--- src/rtl/scan_ctrl_pkg.sv ---
// Shared types and sizing helpers for the scan chain controller.
package scan_ctrl_pkg;

    localparam int CHAIN_LEN_DEFAULT = 32;

    typedef enum logic [2:0] {
        IDLE,
        LOAD,
        CAPTURE,
        UNLOAD,
        DONE
    } scan_state_t;

    function automatic int count_width(input int n);
        return (n < 2) ? 1 : $clog2(n);
    endfunction

endpackage

--- src/rtl/scan_shreg.sv ---
// Parallel-load, left-shifting register; the MSB is the serial output end.
module scan_shreg #(
    parameter int WIDTH = 8
) (
    input  logic             CP,
    input  logic             CDN,
    input  logic             load,
    input  logic             shift,
    input  logic [WIDTH-1:0] pin,
    input  logic             sin,
    output logic [WIDTH-1:0] q
);

    always_ff @(posedge CP or negedge CDN) begin
        if (!CDN) begin
            q <= '0;
        end else if (load) begin
            q <= pin;
        end else if (shift) begin
            q <= {q[WIDTH-2:0], sin};
        end
    end

endmodule

--- src/rtl/scan_chain_ctrl.sv ---
// Scan test sequencer: serially loads a pattern, pulses one capture cycle,
// then unloads the chain while comparing each bit against a masked expectation.
module scan_chain_ctrl
    import scan_ctrl_pkg::*;
#(
    parameter int CHAIN_LEN = CHAIN_LEN_DEFAULT
) (
    input  logic                           CP,
    input  logic                           CDN,
    input  logic                           start,
    input  logic [CHAIN_LEN-1:0]           pat_in,
    input  logic [CHAIN_LEN-1:0]           exp_in,
    input  logic [CHAIN_LEN-1:0]           mask_in,
    input  logic                           so,
    output logic                           se,
    output logic                           si,
    output logic                           busy,
    output logic                           done,
    output logic                           fail,
    output logic [$clog2(CHAIN_LEN+1)-1:0] err_cnt,
    output logic [CHAIN_LEN-1:0]           resp_out
);

    localparam int CW = count_width(CHAIN_LEN);
    localparam int EW = $clog2(CHAIN_LEN + 1);
    localparam logic [CW-1:0] CNT_LAST = CW'(CHAIN_LEN - 1);
    localparam logic [EW-1:0] ERR_MAX  = EW'(CHAIN_LEN);

    scan_state_t state, next_state;
    logic [CW-1:0] cnt;
    logic armed, accept, last_shift, mismatch;
    logic in_load, in_unload;
    logic se_nxt, busy_nxt, done_nxt;
    logic [CHAIN_LEN-1:0] ser_q, exp_r, mask_r;
    logic unused_ser_bits;

    assign accept     = (state == IDLE) && start && armed;
    assign last_shift = (cnt == CNT_LAST);
    assign in_load    = (state == LOAD);
    assign in_unload  = (state == UNLOAD);

    always_ff @(posedge CP or negedge CDN) begin
        if (!CDN) begin
            state <= IDLE;
            se    <= 1'b0;
            busy  <= 1'b0;
            done  <= 1'b0;
        end else begin
            state <= next_state;
            se    <= se_nxt;
            busy  <= busy_nxt;
            done  <= done_nxt;
        end
    end

    always_comb begin
        next_state = state;
        case (state)
            IDLE:    if (accept) next_state = LOAD;
            LOAD:    if (last_shift) next_state = CAPTURE;
            CAPTURE: next_state = UNLOAD;
            UNLOAD:  if (last_shift) next_state = DONE;
            DONE:    next_state = IDLE;
            default: next_state = IDLE;
        endcase
    end

    // Outputs are decoded from the next state so the registered copies line up with state.
    always_comb begin
        se_nxt   = (next_state == LOAD) || (next_state == UNLOAD);
        busy_nxt = (next_state != IDLE);
        done_nxt = (next_state == DONE);
    end

    always_ff @(posedge CP or negedge CDN) begin
        if (!CDN) begin
            cnt <= '0;
        end else if ((in_load || in_unload) && !last_shift) begin
            cnt <= cnt + 1'b1;
        end else begin
            cnt <= '0;
        end
    end

    // Holds off start until one clock edge has passed after reset release.
    always_ff @(posedge CP or negedge CDN) begin
        if (!CDN) begin
            armed <= 1'b0;
        end else begin
            armed <= 1'b1;
        end
    end

    always_ff @(posedge CP or negedge CDN) begin
        if (!CDN) begin
            exp_r  <= '0;
            mask_r <= '0;
        end else if (accept) begin
            exp_r  <= exp_in;
            mask_r <= mask_in;
        end else if (in_unload) begin
            exp_r  <= {exp_r[CHAIN_LEN-2:0], 1'b0};
            mask_r <= {mask_r[CHAIN_LEN-2:0], 1'b0};
        end
    end

    // An unknown so fails the equality test and is therefore counted as a mismatch.
    always_comb begin
        mismatch = mask_r[CHAIN_LEN-1];
        if (so == exp_r[CHAIN_LEN-1]) mismatch = 1'b0;
    end

    always_ff @(posedge CP or negedge CDN) begin
        if (!CDN) begin
            fail    <= 1'b0;
            err_cnt <= '0;
        end else if (accept) begin
            fail    <= 1'b0;
            err_cnt <= '0;
        end else if (in_unload && mismatch) begin
            fail <= 1'b1;
            if (err_cnt != ERR_MAX) err_cnt <= err_cnt + 1'b1;
        end
    end

    scan_shreg #(.WIDTH(CHAIN_LEN)) u_pat_ser (
        .CP    (CP),
        .CDN   (CDN),
        .load  (accept),
        .shift (in_load),
        .pin   (pat_in),
        .sin   (1'b0),
        .q     (ser_q)
    );

    scan_shreg #(.WIDTH(CHAIN_LEN)) u_resp_deser (
        .CP    (CP),
        .CDN   (CDN),
        .load  (1'b0),
        .shift (in_unload),
        .pin   ('0),
        .sin   (so),
        .q     (resp_out)
    );

    assign si              = ser_q[CHAIN_LEN-1];
    assign unused_ser_bits = ^ser_q[CHAIN_LEN-2:0];

endmodule

--- config.mk ---
export PLATFORM = sky130hd
export DESIGN_NAME = scan_chain_ctrl
export DESIGN_NICKNAME = d
export VERILOG_FILES = /design/src/rtl/scan_ctrl_pkg.sv /design/src/rtl/scan_shreg.sv /design/src/rtl/scan_chain_ctrl.sv
export SDC_FILE = /design/constraint.sdc
export NUM_CORES = 1
export LEC_CHECK = 0
export CORE_UTILIZATION = 25
export CTS_BUF_LIST = sky130_fd_sc_hd__clkbuf_2
export CTS_CLUSTER_DIAMETER = 50
export CTS_CLUSTER_SIZE = 10
export DETAILED_ROUTE_END_ITERATION = 8
export SLEW_MARGIN = 30
export SYNTH_ARGS = -nofsm -noshare
export SYNTH_HDL_FRONTEND = slang
export SYNTH_HIERARCHICAL = 1
export SYNTH_SLANG_ARGS = --single-unit
--- constraint.sdc ---
create_clock -name CP -period 2.1 [get_ports CP]
set_input_delay 0.21 -clock CP [delete_from_list [all_inputs] [get_ports CP]]
set_output_delay 0.21 -clock CP [all_outputs]
set_load 0.03 [all_outputs]
# Word-level counts from Yosys, hierarchy flattened
# Cells that the tools add are included.
[word_totals]
ramBits = 0
input_bits = 100
latch_bits = 0
elab_cells = 54
romBits = 0
mem_count = 0
output_inout_bits = 43
reg_bits = 147
[op_classes]
mux = 17
shift = 0
n_eq_ne = 9
reduce_logical = 14
n_div = 0
bitwise = 0
order_cmp = 0
n_mul = 0
add_sub_neg = 2
[ops]
columns = ["op", "count"]
rows = [
  ["2-to-1 mux 32 bit", 6],
  ["2-to-1 mux 6 bit", 3],
  ["case mux 3 bit (4 select lines)", 1],
  ["== test 3 x 2 -> 1 bit, second input constant", 3],
  ["2-to-1 mux 3 bit", 3],
  ["nonzero test 2 bit", 4],
  ["adder 6 x 1 -> 6 bit, second input constant", 1],
  ["== test 3 x 1 -> 1 bit, second input constant", 2],
  ["inequality test 6 bit, second input constant", 1],
  ["adder 5 x 1 -> 5 bit, second input constant", 1],
  ["== test 5 bit, second input constant", 1],
  ["2-to-1 mux 5 bit", 1],
  ["logical AND 1 bit", 4],
  ["== test 3 bit, second input constant", 1],
  ["zero test 3 bit", 1],
  ["2-to-1 mux 1 bit", 3],
  ["nonzero test 3 bit", 1],
  ["logical OR 1 bit", 2],
  ["AND reduction 2 bit", 1],
  ["== test 1 bit", 1],
  ["zero test 1 bit", 1],
]

# Longest topological paths before layout
[logic_depth]
ltp_word = 7
depth_mapped = 9
depth_no_buf = 6

# Modules after synthesis
# Netlist, hierarchy kept.
[modules_own_cells]
columns = ["module", "n_inst", "area_per_inst_um2", "seq_area_each_um2", "cells_each"]
rows = [
  ["scan_chain_ctrl", 1, 3580.9, 2077.0, 365],
  ["scan_shreg", 2, 1515.2, 800.8, 139],
]

# Least setup slack after synthesis
# No wires, ideal clock.
[synth_path]
path_kind = "register to register"
startpoint = "register state[2]"
endpoint = "register u_pat_ser.q[10]"
arrival_time_ns = 1.704
synth_period_minus_slack_ns = 1.828
required_ns = 1.976
setup_time_ns = 0.124
path_buffers = 4
setup_slack_ns = 0.272
path_stages_with_launch = 9
path_cell_list = "dfrtp_1 -> nor4b_2 -> nand2_1 -> inv_2 -> buf_4 -> buf_4 -> buf_2 -> buf_2 -> o21ai_1"
[synth_via]
elab_chain_cells = 4
word_cells_on_any_way = 6
cone_classes = "eq/ne (1); mux (1); reduce/logical (4)"
[synth_lines]
columns = ["item", "line_no", "source"]
rows = [
  ["start, declared", "scan_chain_ctrl.sv:29", "scan_state_t state, next_state;"],
  ["start signal, assigned", "scan_chain_ctrl.sv:49", "state <= next_state;"],
  ["zero test 3 bit *", "scan_chain_ctrl.sv:37", "assign accept = (state == IDLE) && start && armed;"],
  ["logical AND 1 bit * (2 in a row)", "scan_chain_ctrl.sv:37", ""],
  ["via accept", "scan_chain_ctrl.sv:31", "logic armed, accept, last_shift, mismatch;"],
  ["2-to-1 mux 32 bit or nonzero test 2 bit (tied branches)", "n/a", ""],
  ["end signal, assigned", "scan_shreg.sv:18", "q <= pin;"],
  ["end signal, assigned", "scan_shreg.sv:20", "q <= {q[WIDTH-2:0], sin};"],
  ["end, declared", "scan_shreg.sv:11", "output logic [WIDTH-1:0] q"],
]
# Mark *: on every way through the listed nets, which the timed path passes. The rest lies on a longest branch.
# A chain may end at the register's enable or synchronous reset.

# Worst setup path after layout
[layout_path]
startpoint = "register done"
endpoint = "output done"
[layout_rtl]
columns = ["item", "line_no", "source"]
rows = [
  ["start, declared", "scan_chain_ctrl.sv:18", "output logic done,"],
  ["start signal, assigned", "scan_chain_ctrl.sv:52", "done <= done_nxt;"],
]
# No word-level cell between the ends.

==> impl_metrics.csv <==
group,metric,value,unit
sta,rsz0062_at_grt,"no",
setup_path,worst-setup-path-type,"reg -> out",
route,route.detailed.drc,0,
sta,post-route-period-util,91.6,%
layout,drive_gt1_share,6.67,%
setup_path,cpMaxStageDelayCell,"clkdlybuf4s50_1",
sta,setup_viol,0,
sta,skew,0.0394,ns
synth,synth_simple_gate_area_share,14.2,%
floorplan,dieWidth,165,µm
sta,period_minus_slack,1.92,ns
route,wirelength,16300,µm
synth,synth_compound_area_share,13.6,%
synth,synth_area_per_cell,10.3,µm²
synth,synth_edf_count,0,
synth,synth_ff_type,"dfrtp_1",
sta,maxSlewViolCount,0,
layout,multi_input_comb_area,0.00273,mm²
sta,tightest_slew,0.690,ns
grt,antenna_found_initial,0,
synth,ys_ff_latch,147,
layout,seq_area,0.00368,mm²
synth,synth.yosys.seq_area_share,55.6,%
grt,grt_pass1_wl,26700,µm
setup_path,crit_arrival,1.71,ns
pwr,leakage,4.37,nW
synth,synth_area,0.00661,mm²
synth,yosysTopAreaCell,"dfrtp_1",
layout,num-fill-cells,2640,
clock_network,clockRootBuffer,"clkbuf_2",
synth,ys_types,38,
synth,synthTopCellsByArea,"dfrtp_1, nand2_1, mux2i_1",
layout,n_antenna_cell,0,
route,routedWlPerCell,13.4,µm
setup_path,crit_path_cell_trace,"clkdlybuf4s50_1",
placement,gp_congestion,0.735,
sta,relSlewSlack,53.9,%
floorplan,core_area,0.0260,mm²
pwr,peakVddDrop,240,µV
floorplan,die_y,165,µm
floorplan,row_count,59,
grt,grt_util_all_layers,12.8,%
flow_run,max-cap-violations,0,
route,drt_iter0_markers,358,
synth,synth-xor-area-share,0.530,%
route,vias_per_cell,4.33,
setup_path,cp-end-kind,"primary output",
synth,synth_mux_area_share,9.99,%
synth,synthArstFlopShare,100,%
sta,fmaxAchievable,520,MHz
floorplan,dieArea,0.0271,mm²
grt,overflow,0,
grt,grt_max_degree,65,
sta,fin_setup_tns,0,ns
status,status,"completed",
setup_path,start_kind,"register",
clock_network,clk_latency,0.71,ns
placement,post-dp-hpwl,10800,µm
clock_network,cts_sinks,147,
clock_network,cts_max_level,4,
synth,yosysTopAreaCellShare,55.6,%
floorplan,ioPinCount,143,
synth,synth_fa_ha_area_share,0.757,%
clock_network,clockBufferDepth,2,
setup_path,critical-path-top-delay-family,"buffers and inverters",
route,ant_nets,0,
layout,area_growth,41.4,%
clock_network,clkTransAtPathRegs,0.23,ns
layout,fin_util,36.0,%
sta,hold_viol,0,
clock_network,tritoncts,"yes",
grt,grt_pass1_vias,5170,
min_path,hold_class,"in -> reg",
synth,synth_cells,643,
setup_path,max_stage_delay,0.66,ns
synth,synth_top_family_by_area,"simple AND/OR/NAND/NOR gates",
setup_path,crit_buf_inv,1,
floorplan,initial_core_util,25.4,%
sta,hold_ws,0.108,ns
layout,nets,976,
clock_network,cts_made_buffers,17,
route,vias,5273,
setup_path,crit_required,1.89,ns
placement,port_buffers,142,
synth,yosysWarnings,6,
route,drtPass1Iterations,4,
setup_path,path_max_fanout,1,
pwr,cellPowerDensity,567,mW/mm²
metrics by stage:
step / setup slack [ns] / std cells / total power [mW] / area, µm²
4_1_cts: 0.0549 / 1219 / 5.42 / 9350
3_5_place_dp: 0.118 / 1124 / 3.69 / 8510
2_1_floorplan: 0.272 / 676 / 3.27 / 6740
6_report: 0.177 / 1219 / 5.31 / 9350
5_1_grt: 0.0181 / 1219 / 5.60 / 9350
3_3_place_gp: 0.132 / 1124 / 3.68 / 8510
synthesized netlist by cell type, types with 3 or more instances:
master	instances
a21oi_1	5
a22oi_1	60
and3_1	3
buf_12	6
buf_2	24
buf_4	4
clkbuf_1	7
dfrtp_1	147
ha_1	4
inv_1	4
mux2i_1	66
nand2_1	195
nand3_1	5
nor2_1	12
o21ai_0	9
o21ai_1	56
o21ai_2	4
o31ai_1	3
or4_1	3
per-layer routing:
layer | track usage (%) | part of all wire [%] | wire length, µm | vias up
met5 | 0 | 0 | 0 | -
met4 | 4.00 | 1.1 | 175 | 0
met3 | 3.57 | 5.3 | 872 | 14
met2 | 20.6 | 47 | 7730 | 121
met1 | 16.4 | 46 | 7560 | 2494
li1 | - | - | - | 2644
path summary, 6_finish.rpt:
kind / from / endpoint / slack, ns / cells after the start
max: done$_DFF_PN0_ / done / 0.18 / 1
min: mask_in[8] / mask_r[8]$_DFFE_PN0P_ / 0.11 / 3
max reg2reg: state[1]$_DFF_PN0_ / exp_r[27]$_DFFE_PN0P_ / 0.28 / 6
min reg2reg: cnt[0]$_DFF_PN0_ / cnt[0]$_DFF_PN0_ / 0.49 / 1
max in group asynchronous: CDN / state[1]$_DFF_PN0_ / 1.21 / 4
min in group asynchronous: CDN / err_cnt[3]$_DFFE_PN0P_ / 0.60 / 4
cell usage in the layout (no fill, tap or decap), types with 5 or more instances in the layout:
cell type / netlist / routed
nand2_1: 195 / 195
dfrtp_1: 147 / 147
clkdlybuf4s50_1: 0 / 100
mux2i_1: 66 / 66
dlygate4sd3_1: 0 / 63
a22oi_1: 60 / 60
o21ai_1: 56 / 56
dlygate4sd2_1: 0 / 40
conb_1: 2 / 35
clkbuf_2: 0 / 18
nor2_1: 12 / 11
buf_12: 6 / 10
o21ai_0: 9 / 9
nand3_1: 5 / 5
a21oi_1: 5 / 5
buf_4: 4 / 5
power breakdown:
part | switching, mW | leakage, nW | internal (mW) | total [mW]
logic | 0.331 | 2.35 | 0.368 | 0.699
registers | 0.0657 | 1.88 | 2.92 | 2.99
clock network | 1.08 | 0.132 | 0.541 | 1.62
total | 1.47 | 4.37 | 3.83 | 5.31
kinds of logic after synthesis:
family	Yosys count
buffers and inverters	49
multiplexers	66
other	2
flip-flops	147
AND/OR/NAND/NOR	229
AO/OA/AOI/OAI	142
adder cells (fa/ha/maj)	4
XOR/XNOR	4
layout make-up:
cell class / instances / share of cell area [%]
Clock inverter: 13 / 1.46
Multi-Input combinational cell: 480 / 29.2
Clock buffer: 18 / 0.963
Inverter: 5 / 0.227
Timing Repair Buffer: 221 / 24.3
Sequential cell: 147 / 39.3
Tap cell: 335 / 4.48
state kept, by name (all words and copies together) (netlist names), 3 cells and up:
| register | count |
|---|---|
| mask_r | 32 |
| exp_r | 32 |
| u_resp_deser/q | 32 |
| err_cnt | 6 |
| cnt | 5 |
| u_pat_ser/q | 32 |
| state | 3 |
timing repair:
action                                  CTS  global route
resized for setup                        40             1
endpoints found under the setup margin   40             1
hold endpoints to repair                208             0
setup buffers                             0             0
hold buffers                             64             0
Power figures use the tool's default switching activity.
